===== config.mk =====
export PLATFORM = sky130hd
export DESIGN_NAME = gauss3x3_sink_flat
export DESIGN_NICKNAME = d
export VERILOG_FILES = /design/src/rtl/gauss3x3_sink_if.sv /design/src/rtl/gauss3x3_sink.sv /design/src/flat_wrapper.sv
export SDC_FILE = /design/constraint.sdc
export NUM_CORES = 1
export LEC_CHECK = 0
export CAP_MARGIN = 25
export CORE_MARGIN = 4
export CORE_UTILIZATION = 30
export CTS_CLUSTER_DIAMETER = 60
export DETAILED_ROUTE_END_ITERATION = 16
export GPL_TIMING_DRIVEN = 0
export HOLD_SLACK_MARGIN = 0.12
export SLEW_MARGIN = 30
export SYNTH_ARGS = -nofsm -noshare
export SYNTH_HDL_FRONTEND = slang
export SYNTH_SLANG_ARGS = --single-unit

===== constraint.sdc =====
create_clock -name clk -period 2.9 [get_ports clk]
set_clock_uncertainty 0.15 [all_clocks]
set_input_delay 0.58 -clock clk [delete_from_list [all_inputs] [get_ports clk]]
set_output_delay 0.58 -clock clk [all_outputs]
set_load 0.02 [all_outputs]

===== src/rtl/gauss3x3_sink_if.sv =====
// gauss3x3_sink_if: column-beat input and filtered-pixel output bundle of the 3x3 Gaussian sink.
interface gauss3x3_sink_if #(parameter int DATA_W = 8, parameter int CNT_W = 16);
  logic              valid_i;
  logic              idle_i;
  logic              done_i;
  logic [DATA_W-1:0] row0_i;
  logic [DATA_W-1:0] row1_i;
  logic [DATA_W-1:0] row2_i;
  logic [DATA_W-1:0] pix_o;
  logic              pix_valid_o;
  logic              line_done_o;
  logic [CNT_W-1:0]  win_count_o;
  logic              err_o;
  modport master (
    output valid_i, idle_i, done_i, row0_i, row1_i, row2_i,
    input  pix_o, pix_valid_o, line_done_o, win_count_o, err_o
  );
  modport slave (
    input  valid_i, idle_i, done_i, row0_i, row1_i, row2_i,
    output pix_o, pix_valid_o, line_done_o, win_count_o, err_o
  );
endinterface


===== src/rtl/gauss3x3_sink.sv =====
// gauss3x3_sink: reassembles 3-beat column bursts into a 3x3 window and applies the [1 2 1]x[1 2 1]/16 kernel.
// GAUSS_ROUND_EN selects round-half-up instead of truncation on the final >>4.
module gauss3x3_sink #(
  parameter int DATA_W = 8,
  parameter int CNT_W  = 16
) (
  input logic            clk,
  input logic            rst_n,
  gauss3x3_sink_if.slave bus
);
  localparam int VW = DATA_W + 2;
  localparam int SW = DATA_W + 4;
  localparam logic [1:0] IDLE = 2'd0, COL1 = 2'd1, COL2 = 2'd2;
`ifdef GAUSS_ROUND_EN
  localparam logic [SW-1:0] RND = SW'(8);
`else
  localparam logic [SW-1:0] RND = '0;
`endif
  logic [1:0]               state, state_n;
  logic [2:0][3*DATA_W-1:0] win;
  logic [2:0][VW-1:0]       vs;
  logic [SW-1:0]            sum;
  logic [DATA_W-1:0]        pix, pix_n;
  logic [CNT_W-1:0]         cnt;
  logic done_q, done_rise, viol, take, go, s1_v, pix_v, dr1, dr2, ld, err;

  // each window column is packed {bottom, middle, top}
  function automatic logic [VW-1:0] vsum(input logic [3*DATA_W-1:0] c);
    return VW'(c[DATA_W-1:0]) + (VW'(c[2*DATA_W-1:DATA_W]) << 1) + VW'(c[3*DATA_W-1:2*DATA_W]);
  endfunction

  always_comb begin
    done_rise = bus.done_i & ~done_q;
    viol      = (state != IDLE) & (~bus.valid_i | done_rise | bus.idle_i);
    take      = bus.valid_i & ~viol;
    state_n   = viol ? IDLE : !take ? state : state == COL2 ? IDLE : state + 2'd1;
    sum       = SW'(vs[0]) + (SW'(vs[1]) << 1) + SW'(vs[2]);
    pix_n     = DATA_W'((sum + RND) >> 4);
  end

  // line_done rides a 3-register delay matching capture -> column sums -> pixel
  always_ff @(posedge clk or negedge rst_n)
    if (!rst_n) begin
      state  <= IDLE;
      done_q <= 1'b0;
      err    <= 1'b0;
      win    <= '0;
      go     <= 1'b0;
      s1_v   <= 1'b0;
      vs     <= '0;
      pix_v  <= 1'b0;
      pix    <= '0;
      cnt    <= '0;
      dr1    <= 1'b0;
      dr2    <= 1'b0;
      ld     <= 1'b0;
    end else begin
      state  <= state_n;
      done_q <= bus.done_i;
      err    <= err | viol;
      if (take) win[state] <= {bus.row2_i, bus.row1_i, bus.row0_i};
      go     <= take & (state == COL2);
      s1_v   <= go;
      if (go) vs <= {vsum(win[2]), vsum(win[1]), vsum(win[0])};
      pix_v  <= s1_v;
      if (s1_v) pix <= pix_n;
      cnt    <= cnt + CNT_W'(s1_v);
      dr1    <= done_rise;
      dr2    <= dr1;
      ld     <= dr2;
    end

  assign bus.pix_o       = pix;
  assign bus.pix_valid_o = pix_v;
  assign bus.line_done_o = ld;
  assign bus.win_count_o = cnt;
  assign bus.err_o       = err;
endmodule


===== src/flat_wrapper.sv =====
// flat-port wrapper written by rule: the top's interface ports become plain ports
module gauss3x3_sink_flat 
#(
  parameter int DATA_W = 8,
  parameter int CNT_W  = 16
)
  (clk, rst_n, bus_valid_i, bus_idle_i, bus_done_i, bus_row0_i, bus_row1_i, bus_row2_i, bus_pix_o, bus_pix_valid_o, bus_line_done_o, bus_win_count_o, bus_err_o);
  gauss3x3_sink_if #(.DATA_W(DATA_W), .CNT_W(CNT_W)) bus_i ();
  input logic clk;
  input logic rst_n;
  input wire logic [$bits(bus_i.valid_i)-1:0] bus_valid_i;
  input wire logic [$bits(bus_i.idle_i)-1:0] bus_idle_i;
  input wire logic [$bits(bus_i.done_i)-1:0] bus_done_i;
  input wire logic [$bits(bus_i.row0_i)-1:0] bus_row0_i;
  input wire logic [$bits(bus_i.row1_i)-1:0] bus_row1_i;
  input wire logic [$bits(bus_i.row2_i)-1:0] bus_row2_i;
  output wire logic [$bits(bus_i.pix_o)-1:0] bus_pix_o;
  output wire logic [$bits(bus_i.pix_valid_o)-1:0] bus_pix_valid_o;
  output wire logic [$bits(bus_i.line_done_o)-1:0] bus_line_done_o;
  output wire logic [$bits(bus_i.win_count_o)-1:0] bus_win_count_o;
  output wire logic [$bits(bus_i.err_o)-1:0] bus_err_o;
  assign bus_i.valid_i = bus_valid_i;
  assign bus_i.idle_i = bus_idle_i;
  assign bus_i.done_i = bus_done_i;
  assign bus_i.row0_i = bus_row0_i;
  assign bus_i.row1_i = bus_row1_i;
  assign bus_i.row2_i = bus_row2_i;
  assign bus_pix_o = bus_i.pix_o;
  assign bus_pix_valid_o = bus_i.pix_valid_o;
  assign bus_line_done_o = bus_i.line_done_o;
  assign bus_win_count_o = bus_i.win_count_o;
  assign bus_err_o = bus_i.err_o;
  gauss3x3_sink #(.DATA_W(DATA_W), .CNT_W(CNT_W)) u_core (.clk(clk), .rst_n(rst_n), .bus(bus_i));
endmodule

==> summary.txt, run 1 <==
Global route
  • Vias in the first global route: 4,800
  • Largest net degree at the start of global routing: 50
  • GR Util All Layers: 0.124
  • Initial antenna violation count: 0
  • First-pass GRT wire length: 25.3 mm
  • Grt ovf: 0

Placement
  • Port bufs: 55
  • Placer Congestion: 0.817
  • Placed wire-length estimate: 11.4 mm

Critical path
  • Required time of the critical path: 3.05 ns
  • CP cell instances: inv_1 -> fa_1 -> inv_1 -> ha_1 -> fa_1 -> a21o_1 -> a21oi_2 -> o21ai_1 -> and3b_1 -> o41a_1
  • Setup CP Type: reg2reg
  • Worst Path Max Fanout: 3
  • Reg2reg end: u_core.vs[29]$_DFFE_PN0P_
  • Crit path DAT: 2.96 ns
  • Reg2Reg Setup Slack: 0.09 ns
  • Critical Path Max Stage Delay: 0.52 ns
  • Crit path max-delay cell type: fa_1
  • Critical path launch point type: flop
  • Crit end category: flop
  • Worst Setup SP: u_core.win[49]$_DFFE_PN0P_
  • Worst reg2reg startpoint: u_core.win[49]$_DFFE_PN0P_
  • Critical path destination: u_core.vs[29]$_DFFE_PN0P_
  • R2r worst-path depth: 10

Clock tree
  • Clock Latency Late Sink: 0.42 ns
  • TritonCTS Buffers: 17
  • Clock Tree Buf Depth: 2
  • CTS clk-pin slew, worst paths: 0.06 ns
  • Root buffer cell: clkbuf_16
  • CTS tree: done
  • H-tree levels: 4
  • CTS Sinks: 136

Timing
  • Hold Fails Final Rpt: 0
  • Slew Viols, Final: 0
  • Final setup vio count: 0
  • Highest Clock Rate: 356 MHz
  • Worst Tran Pin Value: 0.586 ns
  • Final period util: 0.970
  • Worst slew margin: 0.609
  • Minimum clock period: 2.81 ns
  • RSZ-0062 raised after global routing: no
  • Setup TNS: 0 ns

Finish
  • Commonest non-fill, non-tap cells in the layout: 136 x dfrtp_1, 76 x mux2_2, 54 x clkdlybuf4s50_1
  • Share of cells above drive strength 1: 0.218
  • Nets@finish: 725
  • Most common cell after layout, fill and taps aside: dfrtp_1
  • Antenna diode count: 0
  • Fillers: 2,220
  • Final core occ: 0.381
  • Area Growth Syn to Fin: 23.8%

Power and ir drop
  • P_sw: 2.70 mW
  • Clock share of power: 0.295
  • Internal Dissipation: 5.03 mW
  • Power, Total: 7.73 mW
  • Seq pwr share: 0.331
  • Switch share: 0.349
  • Combinational Power Share: 0.373
  • Worst IR drop on VDD: 0.348 mV
  • P_leak: 3.88 nW
  • PwrDens: 887 nW/um^2

Floorplanning
  • Row Count: 55
  • Chip height: 161 um
  • Starting Density: 0.308
  • Die X: 161 um
  • Core region area: 22,800 um^2
  • Die area: 26,000 um^2
  • Io pins: 56

Logic synthesis
  • Ys flop type: dfrtp_1
  • Syn Inst Count: 547
  • Synth cell types: 56
  • Synth Area per Inst: 12.9 um^2
  • Synthesized Nets: 647
  • Synth Register Bits: 136
  • Post-synth EDFFs: 0
  • Post-Syn Area: 7040 um^2
  • Post-synthesis sequential area ratio: 0.484
  • FFs w/ async S/R, synth: 1.00
  • Synth Warn #: 0

Route
  • Via count: 4,398
  • Pre-antenna DRT Iters: 4
  • Avg Vias per Cell: 4.62
  • WL final: 15.0 mm
  • DRT antenna net count: 0
  • Remaining DRCs: 0
  • Iter 0 DRT Violations: 147
  • Routed len/inst: 15.8 um

Hold path
  • Hold/Removal Path Class: reg2reg

Job
  • Max-cap violations: 0

Status
  • Outcome: completed
worst min path at each step:
stage / from / to / slack (ns) / depth (start not counted)
2_1_floorplan: rst_n / u_core.bus.err_o$_DFF_PN0_ / 0.13 / 0
5_1_grt: u_core.dr2$_DFF_PN0_ / u_core.bus.line_done_o$_DFF_PN0_ / 0.20 / 0
3_3_place_gp: u_core.dr2$_DFF_PN0_ / u_core.bus.line_done_o$_DFF_PN0_ / 0.19 / 0
4_1_cts: u_core.dr2$_DFF_PN0_ / u_core.bus.line_done_o$_DFF_PN0_ / 0.20 / 0
6_report: u_core.dr2$_DFF_PN0_ / u_core.bus.line_done_o$_DFF_PN0_ / 0.20 / 0
3_5_place_dp: u_core.dr2$_DFF_PN0_ / u_core.bus.line_done_o$_DFF_PN0_ / 0.19 / 0
metrics by stage:
stage | setup WS [ns] | std cells | hold WS, ns | cell area (um^2)
after detailed placement | -0.0212 | 917 | 0.187 | 8040
after global placement | -4.49 | 915 | 0.186 | 7980
after floorplan | 0.210 | 547 | 0.134 | 7040
after CTS | 0.0323 | 950 | 0.202 | 8680
after global routing | 0.000914 | 951 | 0.203 | 8710
final | 0.0878 | 951 | 0.199 | 8710
power by group through the flow:
stage                     sequential [mW]  clock, mW  combinational (mW)
after floorplan                      2.56          0                1.96
after global placement               2.58          0                2.71
after detailed placement             2.60          0                2.77
after CTS                            2.57       2.35                2.84
after global routing                 2.62       2.43                3.26
final                                2.56       2.28                2.89
timing repair:
item	in CTS	in global routing
hold buffers	1	0
endpoints found under the hold margin	43	0
setup endpoints to repair	2	5
setup buffers	0	1
gates resized for setup	2	4
pin swaps	1	2
per-layer routing:
| layer | GRT usage | share of wire | wire, um | up-vias |
|---|---|---|---|---|
| li1 | - | - | - | 2112 |
| met1 | 0.171 | 0.49 | 7380 | 2205 |
| met3 | 0.0332 | 0.035 | 522 | 10 |
| met5 | 0 | 0 | 0 | - |
| met4 | 0.0310 | 0.0084 | 126 | 0 |
| met2 | 0.194 | 0.47 | 7020 | 71 |
layout make-up:
cell class	instances	area [um^2]	share of cell area
flip-flops and latches	136	3400	0.391
repair buffers	59	628	0.0721
well taps	313	392	0.0450
plain buffers	16	103	0.0118
clock buffers	19	443	0.0509
clock inverters	13	183	0.0210
inverters	22	82.6	0.00948
multi-input cells	373	3470	0.399
logic make-up (layout without fill, tap and decap cells):
group | Yosys count | after routing | synth area share
muxes | 76 | 76 | 0.122
adders and majority gates | 71 | 71 | 0.161
DFF | 136 | 136 | 0.484
xor gates and xnor gates | 23 | 23 | 0.0286
and+or+nand+nor | 116 | 116 | 0.0909
buffers and inverters | 38 | 129 | 0.0263
AOI/OAI and AO/OA | 87 | 87 | 0.0873
registers in the layout, summed over array words and instances, names as in the netlist:
signal	cells
u_core.s1_v	1
u_core.vs	30
u_core.dr1	1
u_core.done_q	1
u_core.bus.line_done_o	1
u_core.bus.pix_o	8
u_core.bus.win_count_o	16
u_core.win	72
u_core.bus.pix_valid_o	1
u_core.bus.err_o	1
u_core.go	1
u_core.state	2
u_core.dr2	1
synth_stat cells, types with 4 or more instances:
| library cell | n | area share |
|---|---|---|
| dfrtp_1 | 136 | 0.48 |
| mux2_2 | 76 | 0.12 |
| ha_1 | 38 | 0.068 |
| fa_1 | 33 | 0.094 |
| nand2_1 | 27 | 0.014 |
| nor2_1 | 25 | 0.013 |
| inv_1 | 22 | 0.012 |
| xnor2_1 | 20 | 0.025 |
| a21oi_1 | 16 | 0.011 |
| o21ai_0 | 15 | 0.011 |
| nor2b_1 | 10 | 0.0089 |
| nand3_1 | 9 | 0.0064 |
| o31ai_1 | 8 | 0.0085 |
| clkbuf_1 | 6 | 0.0032 |
| nand3b_1 | 6 | 0.0064 |
| nor3_1 | 6 | 0.0043 |
| o21ai_1 | 6 | 0.0043 |
| buf_6 | 5 | 0.0080 |
| or3_1 | 5 | 0.0044 |
| a211oi_1 | 4 | 0.0043 |
| and3b_1 | 4 | 0.0050 |
| buf_2 | 4 | 0.0028 |
| o21a_1 | 4 | 0.0043 |
| o21bai_1 | 4 | 0.0043 |
critical path: cells and delay by family (launching register included):
kind            cells  cell delay [ns]
compound gates      4             0.77
buf+inv             2             0.11
fa+ha+maj           3             1.15
flops               1             0.32
simple gates        1             0.19
Power figures use the tool's default switching activity.
==> run 2: changes to the inputs <==
--- a/config.mk
+++ b/config.mk
@@ -5,6 +5,7 @@
 export SDC_FILE = /design/constraint.sdc
 export NUM_CORES = 1
 export LEC_CHECK = 0
+export ABC_CLOCK_PERIOD_IN_PS = 2900
 export CAP_MARGIN = 25
 export CORE_MARGIN = 4
 export CORE_UTILIZATION = 30
==> results of run 2 <==
The final DEF is identical to that of run 1; final timing and power are the same.
